### src/rtl/adpll_fsk_demod.sv
// Integrate-and-dump FSK demodulator behind an ADPLL: waits for channel lock to settle,
// hunts for the access address with symbol-edge realignment, then recovers payload bits.
module adpll_fsk_demod #(
   parameter int OSR        = 32,
   parameter int ERRW       = 12,
   parameter int SETTLE_CYC = 64
) (
   input  logic                   clk,
   input  logic                   rst,
   input  logic                   en,
   input  logic                   channel_lock,
   input  logic signed [ERRW-1:0] freq_err,
   input  logic [31:0]            access_addr,
   input  logic [10:0]            payload_bits,
   output logic                   data_out,
   output logic                   data_valid,
   output logic                   sync_found,
   output logic [1:0]             state
);

   localparam int CW   = $clog2(OSR);
   localparam int ACCW = ERRW + CW;
   localparam int SW   = $clog2(SETTLE_CYC + 1);

   typedef enum logic [1:0] {
      ST_IDLE   = 2'd0,
      ST_SETTLE = 2'd1,
      ST_SYNC   = 2'd2,
      ST_DATA   = 2'd3
   } state_t;

   state_t          state_q, state_d;
   logic [ACCW-1:0] acc_q, acc_d;
   logic [CW-1:0]   cnt_q, cnt_d;
   logic [SW-1:0]   settle_q, settle_d;
   logic [31:0]     sr_q, sr_d;
   logic [10:0]     len_q, len_d;
   logic [10:0]     bitcnt_q, bitcnt_d;
   logic            prev_neg_q, prev_neg_d;
   logic            data_out_q, data_out_d;
   logic            data_valid_q, data_valid_d;
   logic            sync_found_q, sync_found_d;

   logic            run_s;
   logic [ACCW-1:0] fe_ext_s;
   logic [ACCW-1:0] sum_s;
   logic            dump_s;
   logic            bit_s;
   logic            sign_chg_s;
   logic [31:0]     sr_shift_s;

   assign run_s      = en && channel_lock;
   assign fe_ext_s   = {{CW{freq_err[ERRW-1]}}, freq_err};
   assign sum_s      = acc_q + fe_ext_s;
   assign dump_s     = ((state_q == ST_SYNC) || (state_q == ST_DATA)) && (cnt_q == CW'(OSR - 1));
   // A zero sum is non-negative and therefore decodes as a 1.
   assign bit_s      = ~sum_s[ACCW-1];
   assign sign_chg_s = freq_err[ERRW-1] != prev_neg_q;
   assign sr_shift_s = {bit_s, sr_q[31:1]};

   always_comb begin
      state_d      = state_q;
      acc_d        = acc_q;
      cnt_d        = cnt_q;
      settle_d     = settle_q;
      sr_d         = sr_q;
      len_d        = len_q;
      bitcnt_d     = bitcnt_q;
      prev_neg_d   = freq_err[ERRW-1];
      data_out_d   = data_out_q;
      data_valid_d = 1'b0;
      sync_found_d = 1'b0;

      if (!run_s) begin
         state_d    = ST_IDLE;
         acc_d      = '0;
         cnt_d      = '0;
         settle_d   = '0;
         sr_d       = '0;
         len_d      = '0;
         bitcnt_d   = '0;
         prev_neg_d = 1'b0;
         data_out_d = 1'b0;
      end else begin
         case (state_q)
            ST_IDLE: begin
               state_d  = ST_SETTLE;
               settle_d = '0;
               acc_d    = '0;
               cnt_d    = '0;
            end
            ST_SETTLE: begin
               acc_d = '0;
               cnt_d = '0;
               if (settle_q == SW'(SETTLE_CYC - 1)) begin
                  state_d  = ST_SYNC;
                  settle_d = '0;
                  sr_d     = '0;
               end else begin
                  settle_d = settle_q + SW'(1);
               end
            end
            ST_SYNC: begin
               if (dump_s) begin
                  acc_d = '0;
                  cnt_d = '0;
                  sr_d  = sr_shift_s;
                  if (sr_shift_s == access_addr) begin
                     sync_found_d = 1'b1;
                     state_d      = ST_DATA;
                     len_d        = payload_bits;
                     bitcnt_d     = '0;
                  end else begin
                     state_d = ST_SYNC;
                  end
               end else if (sign_chg_s) begin
                  // Symbol edge seen mid-symbol: restart the integration on this sample.
                  acc_d = fe_ext_s;
                  cnt_d = CW'(1);
               end else begin
                  acc_d = sum_s;
                  cnt_d = cnt_q + CW'(1);
               end
            end
            ST_DATA: begin
               if (dump_s) begin
                  acc_d = '0;
                  cnt_d = '0;
               end else begin
                  acc_d = sum_s;
                  cnt_d = cnt_q + CW'(1);
               end
               if (len_q == 11'd0) begin
                  state_d = ST_SYNC;
                  sr_d    = '0;
               end else if (dump_s) begin
                  data_out_d   = bit_s;
                  data_valid_d = 1'b1;
                  bitcnt_d     = bitcnt_q + 11'd1;
                  if ((bitcnt_q + 11'd1) == len_q) begin
                     state_d = ST_SYNC;
                     sr_d    = '0;
                  end else begin
                     state_d = ST_DATA;
                  end
               end else begin
                  state_d = ST_DATA;
               end
            end
            default: begin
               state_d = ST_IDLE;
            end
         endcase
      end
   end

   // State and datapath registers with synchronous reset.
   always_ff @(posedge clk) begin
      if (rst) begin
         state_q      <= ST_IDLE;
         acc_q        <= '0;
         cnt_q        <= '0;
         settle_q     <= '0;
         sr_q         <= '0;
         len_q        <= '0;
         bitcnt_q     <= '0;
         prev_neg_q   <= 1'b0;
         data_out_q   <= 1'b0;
         data_valid_q <= 1'b0;
         sync_found_q <= 1'b0;
      end else begin
         state_q      <= state_d;
         acc_q        <= acc_d;
         cnt_q        <= cnt_d;
         settle_q     <= settle_d;
         sr_q         <= sr_d;
         len_q        <= len_d;
         bitcnt_q     <= bitcnt_d;
         prev_neg_q   <= prev_neg_d;
         data_out_q   <= data_out_d;
         data_valid_q <= data_valid_d;
         sync_found_q <= sync_found_d;
      end
   end

   assign state      = state_q;
   assign data_out   = data_out_q;
   assign data_valid = data_valid_q;
   assign sync_found = sync_found_q;

endmodule

### config.mk
export PLATFORM = sky130hd
export DESIGN_NAME = adpll_fsk_demod
export DESIGN_NICKNAME = d
export VERILOG_FILES = /design/src/rtl/adpll_fsk_demod.sv
export SDC_FILE = /design/constraint.sdc
export NUM_CORES = 1
export LEC_CHECK = 0
export CAP_MARGIN = 5
export CORE_MARGIN = 5
export CORE_UTILIZATION = 58
export CTS_BUF_LIST = sky130_fd_sc_hd__clkbuf_2
export DETAILED_ROUTE_END_ITERATION = 12
export HOLD_SLACK_MARGIN = 0.06
export PLACE_DENSITY_LB_ADDON = 0.1
export RECOVER_POWER = 50
export SYNTH_ARGS = -nofsm -noshare
export SYNTH_HDL_FRONTEND = slang
export SYNTH_SLANG_ARGS = --single-unit
### constraint.sdc
create_clock -name clk -period 3.7 [get_ports clk]
set_clock_uncertainty 0.05 [all_clocks]
set_input_delay 1.11 -clock clk [delete_from_list [all_inputs] [get_ports clk]]
set_output_delay 1.11 -clock clk [all_outputs]
set_load 0.02 [all_outputs]
Word level (Yosys, flattened, before mapping)

Cells that the tools add are included.

Register bits after elaboration: 89

Equality and inequality tests: 15
Multiplexer cells: 30
Bitwise logic cells: 6
Add/sub/neg operators: 4
Reductions and logical operators: 17

Operator list:

| cell                                                             | count |
|---|---|
| 32-bit 2-to-1 mux                                                | 5 |
| 32-bit one-hot mux with 3 select lines                           | 1 |
| 17-bit 2-to-1 mux                                                | 3 |
| 17-bit one-hot mux with 3 select lines                           | 1 |
| 11-bit 2-to-1 mux                                                | 4 |
| 32-bit == test                                                   | 1 |
| 11-bit one-hot mux with 2 select lines                           | 1 |
| 17-bit adder                                                     | 1 |
| 5-bit 2-to-1 mux                                                 | 3 |
| 5-bit one-hot mux with 3 select lines                            | 1 |
| 7-bit one-hot mux with 2 select lines                            | 1 |
| 11-bit by 1-bit adder with 11-bit output (second input constant) | 1 |
| 11-bit == test                                                   | 1 |
| 11-bit zero test                                                 | 1 |
| 5-bit AND reduction                                              | 2 |
| 2-bit 2-to-1 mux                                                 | 4 |
| 2-bit inequality test (second input constant)                    | 4 |
| 2-bit one-hot mux with 4 select lines                            | 1 |
| 4-bit OR reduction                                               | 2 |
| 7-bit by 1-bit adder with 7-bit output (second input constant)   | 1 |
| 7-bit by 6-bit == test with 1-bit output (second input constant) | 1 |
| 7-bit 2-to-1 mux                                                 | 1 |
| 1-bit NOT                                                        | 6 |
| 3-bit AND reduction                                              | 2 |
| 16 further kinds                                                 | 23 |

Longest topological paths before layout

Depth after elaboration: 6
Mapped depth: 11
Gate-level depth less buffers: 10

Worst setup path after synthesis

No wires, ideal clock.

Path kind: input port to flip-flop
From: input freq_err[0]
To: register len_q[4]
Required time: 3518 ps
Data arrival time: 3150 ps
Stages on the path: 11
Path slack: 367 ps
Library setup time: 132 ps
Path through: ha_1 -> inv_1 -> fa_1 -> nor2b_1 -> o31a_1 -> o211ai_1 -> a22o_2 -> xnor3_1 -> clkbuf_1 -> o21ai_0 -> a21oi_1

Cells in the longest elaborated chain, start to end: 4

Ends and longest elaborated chain:

| element                       | RTL line | source |
|---|---|---|
| start: declaration            | 12       | `input logic signed [ERRW-1:0] freq_err,` |
| 17-bit adder                  | 54       | `assign sum_s = acc_q + fe_ext_s;` |
| 1-bit NOT                     | 57       | `assign bit_s = ~sum_s[ACCW-1];` |
| 32-bit == test                | 108      | `if (sr_shift_s == access_addr) begin` |
| 3-bit AND reduction (no line) | n/a      |  |
| end signal: assignment        | 177      | `len_q <= len_d;` |
| end: declaration              | 37       | `logic [10:0] len_q, len_d;` |

Every way passes these cells.
A chain may end at the register's enable or synchronous reset.

Worst setup path after layout

From: input freq_err[0]
To: register len_q[8]

Same word-level chain as after synthesis.

==> results.json <==
{
  "status": "finished clean",
  "fp-row-count": 34,
  "synth_common_cells": "dfxtp_1 (88), a21oi_1 (61), nand2_1 (58), xor2_1 (43), o21ai_0 (31)",
  "critPathKind": "primary input to register",
  "n_antenna_cell": 0,
  "grtUsageTotal": 0.228,
  "post-place-ws_ns": -0.398,
  "layout-drive-gt1-share": 0.0959,
  "initial_core_util": 0.589,
  "synthCells": 604,
  "clock_latency_ns": 0.54,
  "hold_viol": 0,
  "ios": 64,
  "antenna_left": 0,
  "nets": 754,
  "ys_dominant_reg_cell": "dfxtp_1",
  "cp-end-kind": "register",
  "worst_pin_slew_ns": 0.649,
  "antenna_found_initial": 0,
  "syn-num-nets": 684,
  "crit_chain": "clkdlybuf4s50_1 > ha_1 > inv_1 > fa_1 > nor2b_1 > o31a_1 > o211ai_1 > a22o_2 > xnor3_2 > o21ai_0 > a21oi_1",
  "vias": 4775,
  "p_leak_nw": 2.24,
  "slew_viol_final": 0,
  "synth_top_area_frac": 0.346,
  "wl_per_cell_um": 15.7,
  "cap_viol_max_count": 0,
  "max-clock-path-buffers": 2,
  "power.density_nw_per_um2": 271,
  "grt_max_degree": 54,
  "cp_slowest_cell": "clkdlybuf4s50_1",
  "required_ns": 4.07,
  "die_y_um": 104,
  "die_width_um": 104,
  "ctsHtreeMaxLevel": 3,
  "rsz0062_at_grt": "false",
  "whs_ns": 0.414,
  "critPathTopFamily": "compound AO/OA/AOI/OAI gates",
  "synth_cell_types": 62,
  "tritoncts": "built",
  "ctsHoldBuffers": 0,
  "post-route-cell-area_um2": 6020,
  "setup_ws_ns": 0.192,
  "coreArea_um2": 8640,
  "cpPeakStageDelay_ns": 0.50,
  "yosysWarnings": 0,
  "finalPower_w": 0.00163,
  "period_share": 0.948,
  "first_pass_iters": 5,
  "peakVddDrop_mv": 0.157,
  "routed_wl_um": 12300,
  "netlist_area_um2": 5090,
  "clkTransAtPathRegs_ns": 0.24,
  "drc": 0,
  "cts_buffers": 9,
  "synth_seq_cells": 88,
  "first_global_vias": 4638,
  "first_iter_violations": 282,
  "seq_area_frac_synth": 0.346,
  "slew_headroom": 0.563,
  "syn_to_final_growth_pct": 18.2,
  "critical_path.max_fanout": 12,
  "syn_area_per_cell_um2": 8.43,
  "timing.critical_path.buf_inv": 2,
  "synth.most_common_cell": "dfxtp_1",
  "grt_pass1_wl_um": 21200,
  "whs_path_depth": 1,
  "gp_congestion": 0.874,
  "cts_num_sinks": 88,
  "finalSetupTns_ns": 0,
  "arrival_ns": 3.88,
  "synthArstFlopShare": 0,
  "synth_area_leader_cell": "dfxtp_1",
  "overflow": 0,
  "path_depth": 11,
  "io_buffer_count": 63,
  "place_area_um2": 5930,
  "finalWorstPathRequiredPeriod_ns": 3.51,
  "vias_per_cell": 6.08,
  "fmax_mhz": 285,
  "finalSetupViolCount": 0,
  "hpwl_um": 9000,
  "die-area_um2": 10700,
  "synth-edff-count": 0,
  "synth.area.top_cells": "dfxtp_1 (35%), xor2_1 (7.4%), a21oi_1 (6.0%)",
  "worst_setup_path_start_kind": "primary input",
  "r2r_cells": 9,
  "hold_path_class": "register to register",
  "cts_root_buffer": "clkbuf_2"
}
[flip-flops by register name (all words and copies together) (netlist names)]
register,cells
sr_q,31
acc_q,17
bitcnt_q,11
len_q,11
settle_q,7
cnt_q,5
state,2
data_out,1
data_valid,1
prev_neg_q,1
sync_found,1
[worst paths after layout]
| check | from | to | slack [ns] |
|---|---|---|---|
| max | freq_err[0] | len_q[8]$_SDFFE_PP0P_ | 0.19 |
| min | settle_q[6]$_SDFFE_PP0P_ | settle_q[6]$_SDFFE_PP0P_ | 0.41 |
| max reg2reg | bitcnt_q[0]$_SDFFE_PP0P_ | state[0]$_SDFFE_PP0P_ | 0.52 |
| min reg2reg | settle_q[6]$_SDFFE_PP0P_ | settle_q[6]$_SDFFE_PP0P_ | 0.41 |
[power by group]
part           internal, W  leakage (nW)  total [W]  switching, W
clock network     0.000155        0.0606   0.000499      0.000344
logic            0.0000991          1.47   0.000178     0.0000788
registers         0.000952         0.709   0.000955    0.00000261
total              0.00121          2.24    0.00163      0.000425
[stage by stage]
step	instances	util
2_1_floorplan	604	-
3_3_place_gp	771	0.687
3_5_place_dp	771	0.687
4_1_cts	786	0.701
5_1_grt	786	0.697
6_report	786	0.697
[cells in the final DEF, fill, tap and decap left out, types with 3 or more instances in the layout]
master           synthesis  layout
dfxtp_1                 88      88
a21oi_1                 61      61
nand2_1                 58      58
clkdlybuf4s50_1          0      57
xor2_1                  43      43
o21ai_0                 31      31
nand3_1                 30      30
o2111ai_1               30      30
nor2_1                  29      29
buf_4                    0      28
xnor2_1                 20      20
ha_1                    20      20
inv_1                   14      14
nor3_1                  13      13
nor4_1                  10      11
o31ai_1                 11      11
clkbuf_2                 0      10
a31o_2                   8       8
and3_1                   7       7
and4_1                   6       6
a31oi_1                  6       6
nor2b_1                  6       6
dlygate4sd3_1            0       6
or3_1                    5       5
nand2b_1                 5       5
o211ai_1                 5       5
o21a_1                   4       4
a21o_1                   4       4
and2_1                   5       4
clkbuf_1                21       4
a21boi_0                 3       3
or2_2                    3       3
nand4_1                  3       3
o21ai_1                  3       3
a211oi_1                 3       3
clkinvlp_4               0       3
[worst register-to-register path: cells and delay by family (launching register included)]
family                     cells  cell delay [ns]
adders and majority gates      1             0.39
buffers and inverters          1             0.62
and+or+nand+nor                4             1.08
DFF                            1             0.54
AOI/OAI and AO/OA              3             0.41
[timing repair]
| item | in CTS | in global routing |
|---|---|---|
| gates resized for setup | 0 | 1 |
| setup buffers | 0 | 0 |
| setup endpoints to repair | 0 | 2 |
[area by class of cell]
cell class | count | area, um^2
timing repair buffer | 96 | 861
tap | 108 | 135
sequential | 88 | 1760
clock inverter | 6 | 70.1
inverter | 14 | 52.6
fill | 756 | 2620
multi-input combinational | 465 | 3090
clock buffer | 9 | 45.0
[metal layers]
metal	vias up	wire length (um)	global-route usage
li1	2361	-	-
met1	2238	5440	0.297
met2	151	5960	0.378
met3	25	702	0.0392
met4	0	243	0.0823
met5	-	0	0
[cells by family after synthesis]
kind of cell,Yosys count,synth area share
flip-flops,88,0.346
adder cells (fa/ha/maj),21,0.0531
AND/OR/NAND/NOR,191,0.192
XOR/XNOR,65,0.118
AO/OA/AOI/OAI,187,0.244
multiplexers,1,0.00197
buffers and inverters,51,0.0452
No activity file was read; power rests on OpenSTA's default activity.
